$ cat src/rtl/spi_pkg.sv
// Shared encodings and constants for the SPI responder and its synchroniser.
package spi_pkg;

    localparam int DATAWIDTH_BUS = 8;
    localparam logic SCK_IDLE = 1'b1;

    typedef enum logic [1:0] {
        SLV_IDLE  = 2'b00,
        SLV_ARMED = 2'b01,
        SLV_SHIFT = 2'b10,
        SLV_DONE  = 2'b11
    } slv_state_t;

endpackage

$ cat src/rtl/spi_sync_edge.sv
// 2-FF synchroniser with a third flop for edge detection; output lags the pin by 2 clocks,
// edge strobes are valid for one clock once the new level reaches the second flop.
module spi_sync_edge #(
    parameter logic RST_VAL = 1'b1
) (
    input  logic SPI_MASTER_CLOCK_50,
    input  logic SPI_MASTER_RESET_InHigh,
    input  logic din,
    output logic dout,
    output logic rise,
    output logic fall
);

    logic s1_q, s1_d;
    logic s2_q, s2_d;
    logic prev_q, prev_d;

    always_comb begin
        s1_d   = din;
        s2_d   = s1_q;
        prev_d = s2_q;
    end

    always_ff @(posedge SPI_MASTER_CLOCK_50 or posedge SPI_MASTER_RESET_InHigh) begin
        if (SPI_MASTER_RESET_InHigh) begin
            s1_q   <= RST_VAL;
            s2_q   <= RST_VAL;
            prev_q <= RST_VAL;
        end else begin
            s1_q   <= s1_d;
            s2_q   <= s2_d;
            prev_q <= prev_d;
        end
    end

    assign dout = s2_q;
    assign rise = ~prev_q & s2_q;
    assign fall = prev_q & ~s2_q;

endmodule

$ cat src/rtl/spi_slave.sv
// SPI responder (SCK idle high, MSB first): newData pulses 3-4 clocks after the 8th SCK rise.
// No backpressure; optional SCK-inactivity abort under SPI_SLAVE_IDLE_TIMEOUT_EN.
module spi_slave
    import spi_pkg::*;
#(
    parameter int DATAWIDTH_BUS  = spi_pkg::DATAWIDTH_BUS,
    parameter int STATE_SIZE     = 2,
    parameter int TIMEOUT_CYCLES = 64
) (
    input  logic                     SPI_MASTER_CLOCK_50,
    input  logic                     SPI_MASTER_RESET_InHigh,
    input  logic                     SPI_SLAVE_SCK_In,
    input  logic                     SPI_SLAVE_MOSI_In,
    input  logic                     SPI_SLAVE_SS_InLow,
    input  logic [DATAWIDTH_BUS-1:0] SPI_SLAVE_data_In,
    input  logic                     SPI_SLAVE_load_InHigh,
    output logic                     SPI_SLAVE_MISO_Out,
    output logic [DATAWIDTH_BUS-1:0] SPI_SLAVE_data_Out,
    output logic                     SPI_SLAVE_newData_Out,
    output logic                     SPI_SLAVE_busy_Out
);

    localparam logic [2:0] LAST_BIT = 3'(DATAWIDTH_BUS - 1);

    logic sck_sync_unused, sck_rise, sck_fall;
    logic mosi_sync, mosi_rise_unused, mosi_fall_unused;
    logic ss_sync, ss_rise_unused, ss_fall_unused;

    spi_sync_edge #(.RST_VAL(SCK_IDLE)) u_sync_sck (
        .SPI_MASTER_CLOCK_50     (SPI_MASTER_CLOCK_50),
        .SPI_MASTER_RESET_InHigh (SPI_MASTER_RESET_InHigh),
        .din                     (SPI_SLAVE_SCK_In),
        .dout                    (sck_sync_unused),
        .rise                    (sck_rise),
        .fall                    (sck_fall)
    );

    spi_sync_edge #(.RST_VAL(1'b1)) u_sync_mosi (
        .SPI_MASTER_CLOCK_50     (SPI_MASTER_CLOCK_50),
        .SPI_MASTER_RESET_InHigh (SPI_MASTER_RESET_InHigh),
        .din                     (SPI_SLAVE_MOSI_In),
        .dout                    (mosi_sync),
        .rise                    (mosi_rise_unused),
        .fall                    (mosi_fall_unused)
    );

    spi_sync_edge #(.RST_VAL(1'b1)) u_sync_ss (
        .SPI_MASTER_CLOCK_50     (SPI_MASTER_CLOCK_50),
        .SPI_MASTER_RESET_InHigh (SPI_MASTER_RESET_InHigh),
        .din                     (SPI_SLAVE_SS_InLow),
        .dout                    (ss_sync),
        .rise                    (ss_rise_unused),
        .fall                    (ss_fall_unused)
    );

    slv_state_t                 state_q, state_d;
    logic [DATAWIDTH_BUS-1:0]   txbuf_q, txbuf_d;
    logic [DATAWIDTH_BUS-1:0]   txshift_q, txshift_d;
    logic [DATAWIDTH_BUS-1:0]   rxshift_q, rxshift_d;
    logic [2:0]                 bitcnt_q, bitcnt_d;
    logic                       miso_q, miso_d;
    logic [DATAWIDTH_BUS-1:0]   data_out_q, data_out_d;
    logic                       new_data_q, new_data_d;
    logic                       tmo_hit;

`ifdef SPI_SLAVE_IDLE_TIMEOUT_EN
    localparam int TMO_W = $clog2(TIMEOUT_CYCLES);
    logic [TMO_W-1:0] tmo_q, tmo_d;

    always_comb begin
        tmo_d = '0;
        if (!(sck_rise || sck_fall) &&
            (state_q == SLV_SHIFT || (state_q == SLV_ARMED && bitcnt_q != 3'd0)))
            tmo_d = tmo_q + 1'b1;
    end

    always_ff @(posedge SPI_MASTER_CLOCK_50 or posedge SPI_MASTER_RESET_InHigh) begin
        if (SPI_MASTER_RESET_InHigh) tmo_q <= '0;
        else                         tmo_q <= tmo_d;
    end

    assign tmo_hit = (tmo_q == TMO_W'(TIMEOUT_CYCLES - 1));
`else
    assign tmo_hit = 1'b0;
`endif

    always_comb begin
        state_d    = state_q;
        txbuf_d    = SPI_SLAVE_load_InHigh ? SPI_SLAVE_data_In : txbuf_q;
        txshift_d  = txshift_q;
        rxshift_d  = rxshift_q;
        bitcnt_d   = bitcnt_q;
        miso_d     = miso_q;
        data_out_d = data_out_q;
        new_data_d = 1'b0;

        case (state_q)
            SLV_IDLE: begin
                miso_d = txbuf_q[DATAWIDTH_BUS-1];
                if (!ss_sync) begin
                    state_d   = SLV_ARMED;
                    txshift_d = txbuf_q;
                    bitcnt_d  = 3'd0;
                end
            end
            SLV_ARMED: begin
                if (sck_fall) begin
                    miso_d  = txshift_q[DATAWIDTH_BUS-1];
                    state_d = SLV_SHIFT;
                end
            end
            SLV_SHIFT: begin
                if (sck_rise) begin
                    rxshift_d = {rxshift_q[DATAWIDTH_BUS-2:0], mosi_sync};
                    if (bitcnt_q == LAST_BIT) state_d  = SLV_DONE;
                    else                      bitcnt_d = bitcnt_q + 3'd1;
                end else if (sck_fall) begin
                    txshift_d = txshift_q << 1;
                    miso_d    = txshift_q[DATAWIDTH_BUS-2];
                end
            end
            SLV_DONE: begin
                data_out_d = rxshift_q;
                new_data_d = 1'b1;
                // A load landing this very cycle must reach the next frame.
                txshift_d  = SPI_SLAVE_load_InHigh ? SPI_SLAVE_data_In : txbuf_q;
                bitcnt_d   = 3'd0;
                state_d    = SLV_ARMED;
            end
            default: state_d = SLV_IDLE;
        endcase

        if (ss_sync || tmo_hit) begin
            state_d    = SLV_IDLE;
            bitcnt_d   = 3'd0;
            rxshift_d  = '0;
            data_out_d = data_out_q;
            new_data_d = 1'b0;
        end
    end

    always_ff @(posedge SPI_MASTER_CLOCK_50 or posedge SPI_MASTER_RESET_InHigh) begin
        if (SPI_MASTER_RESET_InHigh) begin
            state_q    <= SLV_IDLE;
            txbuf_q    <= '1;
            txshift_q  <= '0;
            rxshift_q  <= '0;
            bitcnt_q   <= 3'd0;
            miso_q     <= 1'b1;
            data_out_q <= '0;
            new_data_q <= 1'b0;
        end else begin
            state_q    <= state_d;
            txbuf_q    <= txbuf_d;
            txshift_q  <= txshift_d;
            rxshift_q  <= rxshift_d;
            bitcnt_q   <= bitcnt_d;
            miso_q     <= miso_d;
            data_out_q <= data_out_d;
            new_data_q <= new_data_d;
        end
    end

    assign SPI_SLAVE_MISO_Out    = miso_q;
    assign SPI_SLAVE_data_Out    = data_out_q;
    assign SPI_SLAVE_newData_Out = new_data_q;
    assign SPI_SLAVE_busy_Out    = (state_q == SLV_SHIFT) || (state_q == SLV_DONE);

endmodule

$ cat config.mk
export PLATFORM = sky130hd
export DESIGN_NAME = spi_slave
export DESIGN_NICKNAME = d
export VERILOG_FILES = /design/src/rtl/spi_pkg.sv /design/src/rtl/spi_sync_edge.sv /design/src/rtl/spi_slave.sv
export SDC_FILE = /design/constraint.sdc
export NUM_CORES = 1
export LEC_CHECK = 0
export ABC_AREA = 1
export BUFFER_PORTS_ARGS = -buffer_cell sky130_fd_sc_hd__buf_2
export CAP_MARGIN = 20
export CORE_AREA = 2 2 89 70
export DETAILED_ROUTE_END_ITERATION = 8
export DIE_AREA = 0 0 91 72
export PLACE_DENSITY = 0.53
export SLEW_MARGIN = 25
export SYNTH_ARGS = -nofsm -noshare
export SYNTH_HDL_FRONTEND = slang
export SYNTH_SLANG_ARGS = --single-unit
export TNS_END_PERCENT = 10
$ cat constraint.sdc
create_clock -name SPI_MASTER_CLOCK_50 -period 1.6 [get_ports SPI_MASTER_CLOCK_50]
set_input_delay 0.4 -clock SPI_MASTER_CLOCK_50 [delete_from_list [all_inputs] [get_ports SPI_MASTER_CLOCK_50]]
set_output_delay 0.4 -clock SPI_MASTER_CLOCK_50 [all_outputs]
set_load 0.02 [all_outputs]
* Word level (Yosys, flattened, before mapping)
Cells that the tools add are included.
Storage, ports and cells: bits in registers 46, latch bits 0, RAM bits 0, ROM bits 0, input port bits 14, output and inout bits 11, logic and storage cells 70, memories 0
Operators by class: add/subtract/negate cells 1, multiply operators 0, divide/modulo/power cells 0, order comparisons 0, equal/unequal tests 12, shift operators 0, multiplexer cells 23, bitwise operators 5, reduce and logical (&&, ||, !) cells 14
Operators with widths (number):
- $mux 8 | 7
- $pmux 8 s3 | 1
- $ne 3x2->1 const B | 4
- $mux 3 | 3
- $reduce_bool 3->1 | 3
- $mux 2 | 4
- $ne 2x2->1 const B | 4
- $reduce_and 4->1 | 2
- $pmux 2 s3 | 1
- $pmux 3 s2 | 1
- $reduce_and 3->1 | 2
- $mux 1 | 5
- $eq 2x2->1 const B | 2
- $reduce_and 2->1 | 2
- $reduce_bool 2->1 | 2
- $add 3x1->3 const B | 1
- $eq 3x3->1 const B | 1
- $not 1->1 | 3
- $pmux 1 s3 | 1
- $and 1x1->1 | 2
- $eq 2x1->1 const B | 1
- $logic_not 2->1 | 1
- $reduce_or 2->1 | 1
- $logic_or 1x1->1 | 1

* Longest topological paths before layout
Gate-level depths: netlist of run 1.
depth after elaboration 5, depth in mapped cells 9, depth with buffers taken out 8

* By module
From an unflattened synthesis of run 1, not the netlist that was laid out.
Unflattened totals: cells, all modules 279, area, all modules 2348.5 sq um
Modules (own cells, without submodules):
- spi_slave | times used 1, cells each 255, area an instance 2055.7 sq um, sequential area each 987.2 sq um
- spi_sync_edge | times used 3, cells each 8, area an instance 97.6 sq um, sequential area each 78.8 sq um

* Least setup slack after synthesis of run 1
OpenSTA, ideal clock, no wires.
kind reg2out, start reg state_q[0], end out SPI_SLAVE_busy_Out, arrival 1052 ps, required time 1200 ps, slack 148 ps, cell stages (with the launch flop) 5, buffers on the path 1, cells stage by stage dfrtp_1 ha_1 buf_6 nor2_4 inv_1
Between the ends: longest elaborated chain between the ends 2, elaborated cells between the ends (all ways) 3, classes of those cells eq/ne: 2; reduce/logical: 1
RTL lines:
- from (decl) | RTL line spi_slave.sv:56 | slv_state_t state_q, state_d;
- from (signal assigned) | RTL line spi_slave.sv:153 | state_q <= state_d;
- $eq 2x2->1 | RTL line spi_slave.sv:167 | assign SPI_SLAVE_busy_Out = (state_q == SLV_SHIFT) || (state_q == SLV_DONE);
- $logic_or 1x1->1 (*) | RTL line spi_slave.sv:167
- to (decl) | RTL line spi_slave.sv:20 | output logic SPI_SLAVE_busy_Out
Every way passes the cells marked *; elsewhere a longest branch is shown, timed or not.

* Worst setup path in the final report of run 1
start reg state_q[1], end out SPI_SLAVE_busy_Out
The elaborated chain is that of the path after synthesis.

==> run_results.csv, run 1 <==
group,metric,value,unit
layout,fin_nets,314,
power,p_sw,1.415,mW
setup_path,cp_slowest_cell,"dfrtp_2",
synth,synth_area,2201,sq um
layout,most-common-layout-cells,"nand2_1 (80), inv_1 (34), nand3_1 (30), dfrtp_1 (28), buf_2 (23)",
clock_tree,clk_latency,310,ps
global_route,overflow,0,
power,power_density,1406,nW/um^2
route,drcViolationCount,0,
synth,synth_area_leaders,"dfrtp_1 (34%), dfstp_2 (19%), nand2_1 (14%), nand3_1 (6.8%), inv_1 (6.3%)",
global_route,antenna_found_initial,0,
setup_path,required,1200,ps
placed_design,dpl_cell_area,2436,sq um
sta,setup_viol,1,
clock_tree,clk_pin_slew,100,ps
power,p_comb_share,39.2,%
sta,rsz0062_at_grt,"true",
synth,synth_cell_type_count,22,
layout,drive_above_1_share,30.61,%
die,die_x,91,microns
power,switching_share,38.05,%
power,power.leakage,1.349,nW
route,routed-via-count,1646,
placed_design,hpwl,2991,microns
route,vias_per_cell,4.425,
placed_design,gp_congestion,0.7660,
sta,hold_slack,110.7,ps
setup_path,cp-start-kind,"flop",
setup_path,crit_arrival,1230,ps
placed_design,port_buffers,24,
setup_path,critPathBufInv,2,
die,io_pins,25,
power,ir_worst_vdd,537.8,uV
synth,post-synth-top-area-cell,"dfrtp_1",
clock_tree,cts_sinks,46,
layout,layout_commonest_cell,"nand2_1",
route,firstDrtPassIters,4,
synth,yosysSeqAreaShare,53.21,%
setup_path,crit_fanout,3,
clock_tree,postCtsHoldBufs,0,
synth,yosysWarnings,0,
hold_path,hold_path_class,"in2async",
synth,synth_top_area_share,34.11,%
route,drtIter0Drc,100,
global_route,gr-usage-all-layers,15.11,%
clock_tree,cts-buffers-inserted,5,
power,p_int,2.303,mW
setup_path,slowest_delay,470,ps
setup_path,path_cells,"ha_4, nor2_4, inv_2, buf_6",
layout,n_antenna_cell,0,
setup_path,crit_type,"reg2out",
global_route,met2_usage,21.89,%
synth,synth_area_per_cell,8.734,sq um
synth,syn_inst,252,
sta,fin_skew,14.57,ps
die,row_count,24,
clock_tree,cts_tree,"built",
die,initial_utilization,38.98,%
setup_path,crit_path_end_kind,"primary output",
power,p_seq_share,40.9,%
setup_path,cpLargestDelayFamily,"flip-flops",
sta,fin_crit_sh,102.2,%
route,post_drt_wl_per_cell,11.70,microns
sta,fin_ws,-34.46,ps
sta,max_slew_margin,78.25,%
clock_tree,cts_max_path_buffers,2,
run_status,run_status,"finished, violations left",
sta,drv_slew,0,
sta,fmax,0.6118,GHz
synth,syn_nets,273,
clock_tree,htreeDepth,2,
run_status,violations,"setup timing",
global_route,grt_max_degree,47,
synth,yosys_register_bits,46,
flow_run,drv_cap,0,
sta,hold_viol_final,0,
route,wirelength,4352,microns
global_route,first_global_vias,1668,
layout,design_area,2644,sq um
die,die-height,72,microns
die,die_area,6552,sq um
sta,tightest_slew,325.8,ps
sta,period_minus_slack,1634,ps
clock_tree,cts_root_buffer,"clkbuf_8",
global_route,grt.met1_usage,22.28,%
route,postRouteAntennaNets,0,
die,core-area,5645,sq um
global_route,met3_usage,3.427,%
layout,area_growth,20.13,%
power,clock_power_share,19.9,%
global_route,grt_pass1_wl,7755,microns
global_route,busiest_layer,"met1",
power by group through the flow:
stage / registers [mW] / logic, mW / clock network [mW]
global route: 1.54 / 1.66 / 0.822
detailed placement: 1.52 / 1.24 / 0
finish: 1.52 / 1.46 / 0.740
floorplan: 1.51 / 0.919 / 0
global placement: 1.52 / 1.21 / 0
CTS: 1.51 / 1.40 / 0.764
sequential cells by signal (all words and copies together) (netlist names):
signal                 flops
u_sync_ss.dout             1
txshift_q                  8
u_sync_sck.prev_q          1
u_sync_mosi.s1_q           1
SPI_SLAVE_data_Out         8
u_sync_mosi.dout           1
rxshift_q                  8
txbuf_q                    8
SPI_SLAVE_newData_Out      1
bitcnt_q                   3
u_sync_sck.dout            1
u_sync_sck.s1_q            1
state_q                    2
SPI_SLAVE_MISO_Out         1
u_sync_ss.s1_q             1
repair_timing:
action                                  CTS  global route
endpoints found under the setup margin    1            15
pin swaps                                 2             4
resized for setup                         9             7
buffers inserted                          7             1
cloned                                    0             1
hold endpoints to repair                  0             0
worst min-delay path: cells and delay by family:
| kind | cells | cell delay, ps |
|---|---|---|
| buffers and inverters | 3 | 400 |
cell type report:
cell class / instances / area, sq um
fill: 567 / 3002
sequential: 46 / 1174
multi-input combinational: 161 / 873.3
timing repair buffer: 38 / 247.7
inverter: 41 / 158.9
tap: 78 / 97.59
clock buffer: 5 / 68.82
clock inverter: 3 / 23.77
per-layer routing:
layer | up-vias | part of all wire, %
li1 | 866 | -
met1 | 747 | 56
met2 | 26 | 40
met3 | 7 | 3.2
met4 | 0 | 1.6
met5 | - | 0
final timing paths:
kind / start / end / slack, ps / cells past startpoint
worst min register to register: u_sync_ss.s1_q$_DFF_PP1_ / u_sync_ss.dout$_DFF_PP1_ / 360 / 0
worst min-delay path: SPI_MASTER_RESET_InHigh / txshift_q[1]$_DFFE_PP0P_ / 110 / 3
worst max register to register: state_q[0]$_DFFE_PP0P_ / txshift_q[2]$_DFFE_PP0P_ / 30 / 11
min in group SPI_MASTER_CLOCK_50: SPI_SLAVE_MOSI_In / u_sync_mosi.s1_q$_DFF_PP1_ / 190 / 1
worst max-delay path: state_q[1]$_DFFE_PP0P_ / SPI_SLAVE_busy_Out / -30 / 4
max in group asynchronous: SPI_MASTER_RESET_InHigh / u_sync_mosi.s1_q$_DFF_PP1_ / 1210 / 3
Yosys cell counts (all sizes together):
cell type	n
and2	8
inv	41
nand2	81
dfstp	16
dfrtp	30
nand3	31
o21ai	23
nor2	7
a21oi	1
buf	5
ha	7
nand4	2
stage by stage:
stage | cells | worst slack [ps] | utilization (%) | setup TNS (ps) | power, mW
floorplan | 252 | 138.7 | - | 0 | 2.432
detailed placement | 355 | 85.52 | 43.15 | 0 | 2.764
global route | 372 | -75.34 | 46.83 | -321.7 | 4.021
finish | 372 | -34.46 | 46.83 | -34.46 | 3.718
global placement | 355 | 150.0 | 43.15 | 0 | 2.735
CTS | 370 | -55.39 | 46.30 | -55.39 | 3.678
cells by family (layout without fill, tap and decap cells):
logic type	Yosys count	after routing	synth area share [%]
and+or+nand+nor	129	130	26.61
adders and majority gates	7	7	3.979
buffers and inverters	46	87	9.039
DFF	46	46	53.21
AOI/OAI and AO/OA	24	24	7.164
No activity file was read; power rests on OpenSTA's default activity.
==> run 2, diff against run 1 <==
--- a/config.mk
+++ b/config.mk
@@ -12,6 +12,7 @@
 export DETAILED_ROUTE_END_ITERATION = 8
 export DIE_AREA = 0 0 91 72
 export PLACE_DENSITY = 0.53
+export SETUP_SLACK_MARGIN = 0.15
 export SLEW_MARGIN = 25
 export SYNTH_ARGS = -nofsm -noshare
 export SYNTH_HDL_FRONTEND = slang
==> run 2 against run 1 <==
  * The flow still finishes with violations (setup timing)
  * Worst setup slack better by 21 ps
  * Critical endpoint unchanged
  * Global-route usage is 0.063 points lower
  * Sequential cell count unchanged
  * Clock power rose by 17%
  * Cell count unchanged
  * Routed wire length increased by 1.4%
  * Core utilization is 2.1 points higher
  * Critical path depth unchanged
==> run_results.csv, run 2 (synthesis results as in run 1) <==
group,metric,value,unit
run_status,run_status,"finished, violations left",
run_status,violations,"setup timing",
die,die_area,6552,sq um
placed_design,gp_congestion,0.7765,
layout,fillers,575,
global_route,grt_max_degree,27,
power,finalPower,4.034,mW
setup_path,path_cells,"ha_4, nor2_4, inv_2, buf_6",
power,p_seq_share,37.7,%
sta,setup_viol,1,
layout,design_area,2765,sq um
flow_run,drv_cap,0,
layout,layout_commonest_cell,"nand2_1",
sta,finalSetupTns,-13.39,ps
clock_tree,clk_latency,300,ps
setup_path,crit_arrival,1210,ps
clock_tree,clk_pin_slew,90,ps
global_route,antenna_found_initial,0,
power,p_sw,1.490,mW
clock_tree,postCtsHoldBufs,0,
layout,area_growth,25.64,%
die,row_count,24,
sta,period_minus_slack,1613,ps
route,firstDrtPassIters,4,
route,drtIter0Drc,91,
sta,fmax,0.6198,GHz
placed_design,hpwl,3035,microns
power,p_int,2.544,mW
route,routed-via-count,1637,
layout,fin_nets,314,
sta,fin_ws,-13.39,ps
layout,post-route-util,48.98,%
setup_path,slowest_delay,460,ps
setup_path,cpLargestDelayFamily,"flip-flops",
sta,rsz0062_at_grt,"true",
power,power_density,1459,nW/um^2
clock_tree,cts_sinks,46,
die,io_pins,25,
die,die_x,91,microns
power,ir_worst_vdd,536.9,uV
setup_path,crit_path_end_kind,"primary output",
sta,drv_slew,0,
global_route,gr-usage-all-layers,15.05,%
placed_design,port_buffers,24,
power,p_comb_share,40.8,%
setup_path,crit_fanout,3,
sta,max_slew_margin,78.37,%
route,post_drt_wl_per_cell,11.87,microns
setup_path,crit_type,"reg2out",
clock_tree,cts_max_path_buffers,2,
setup_path,cp_slowest_cell,"dfrtp_2",
clock_tree,cts-buffers-inserted,5,
power,switching_share,36.93,%
placed_design,dpl_cell_area,2435,sq um
sta,fin_skew,9.665,ps
global_route,grt_pass1_wl,7866,microns
setup_path,cp-start-kind,"flop",
route,postRouteAntennaNets,0,
clock_tree,cts_tree,"built",
setup_path,required,1200,ps
power,clock_power_share,21.5,%
sta,tightest_slew,324.0,ps
hold_path,hold_path_class,"in2async",
setup_path,critPathBufInv,2,
clock_tree,cts_root_buffer,"clkbuf_8",
global_route,first_global_vias,1634,
die,die-height,72,microns
layout,n_antenna_cell,0,
sta,fin_crit_sh,100.8,%
route,drcViolationCount,0,
clock_tree,htreeDepth,2,
route,wirelength,4414,microns
layout,drive_above_1_share,36.73,%
global_route,overflow,0,
power,power.leakage,1.379,nW
route,vias_per_cell,4.401,
layout,most-common-layout-cells,"nand2_1 (71), inv_1 (32), dfrtp_1 (28), nand3_1 (27), buf_2 (23)",
die,initial_utilization,38.98,%
sta,hold_viol_final,0,
die,core-area,5645,sq um
==> run 2: changes by cell type in the layout (fill, tap and decap cells not counted), sizes merged <==
cell,delta
clkbuf,+1
inv,-2
nand3,-1
bufinv,+1
buf,+1
==> run 2: power by group through the flow <==
stage                     Clock [mW]  Sequential [mW]  Combinational (mW)
after floorplan                    0             1.51               0.919
after global routing           0.949             1.55                1.87
after global placement             0             1.53                1.22
final                          0.867             1.52                1.65
after detailed placement           0             1.52                1.23
after CTS                      0.907             1.52                1.46
==> run 2: layout make-up <==
type | count | area [sq um] | area share, %
Sequential cell | 46 | 1174 | 42.44
Multi-Input combinational cell | 160 | 965.9 | 34.93
Timing Repair Buffer | 39 | 250.2 | 9.050
Inverter | 41 | 167.7 | 6.063
Tap cell | 78 | 97.59 | 3.529
Clock buffer | 6 | 72.57 | 2.624
Clock inverter | 2 | 37.54 | 1.357
==> run 2: per-stage QoR <==
step	cells	worst slack [ps]	hold slack, ps
floorplan	252	148.0	345.2
global placement	356	111.9	345.6
detailed placement	356	46.74	347.5
CTS	370	-42.65	141.9
global route	372	-79.65	156.9
finish	372	-13.39	140.1
==> run 2: layer usage <==
layer / wire [microns] / vias to the layer above / GRT usage (%)
met2: 1730 / 27 / 20.25
met1: 2469 / 737 / 23.34
li1: - / 868 / -
met5: 0 / - / 0
met3: 151 / 5 / 3.219
met4: 63 / 0 / 6.061
==> run 2: what timing repair did <==
item,in CTS,in global routing
buffers inserted,6,2
endpoints found under the setup margin,10,23
pin swaps,4,15
cloned,0,0
resized for setup,20,25
==> run 2: worst min-delay path, delay by kind of cell <==
kind,cells,cell delay [ps]
buf+inv,3,430
==> run 2: path summary, 6_finish.rpt <==
| kind | from | to | slack [ps] | depth (start not counted) |
|---|---|---|---|---|
| setup / recovery | state_q[1]$_DFFE_PP0P_ | SPI_SLAVE_busy_Out | -10 | 4 |
| hold / removal | SPI_MASTER_RESET_InHigh | txshift_q[0]$_DFFE_PP0P_ | 140 | 3 |
| setup reg to reg | state_q[1]$_DFFE_PP0P_ | SPI_SLAVE_data_Out[2]$_DFFE_PP0P_ | 90 | 8 |
| hold reg to reg | u_sync_sck.s1_q$_DFF_PP1_ | u_sync_sck.dout$_DFF_PP1_ | 360 | 0 |
| max in group asynchronous | SPI_MASTER_RESET_InHigh | SPI_SLAVE_MISO_Out$_DFFE_PP1P_ | 1140 | 3 |
| min in group SPI_MASTER_CLOCK_50 | SPI_SLAVE_MOSI_In | u_sync_mosi.s1_q$_DFF_PP1_ | 190 | 1 |
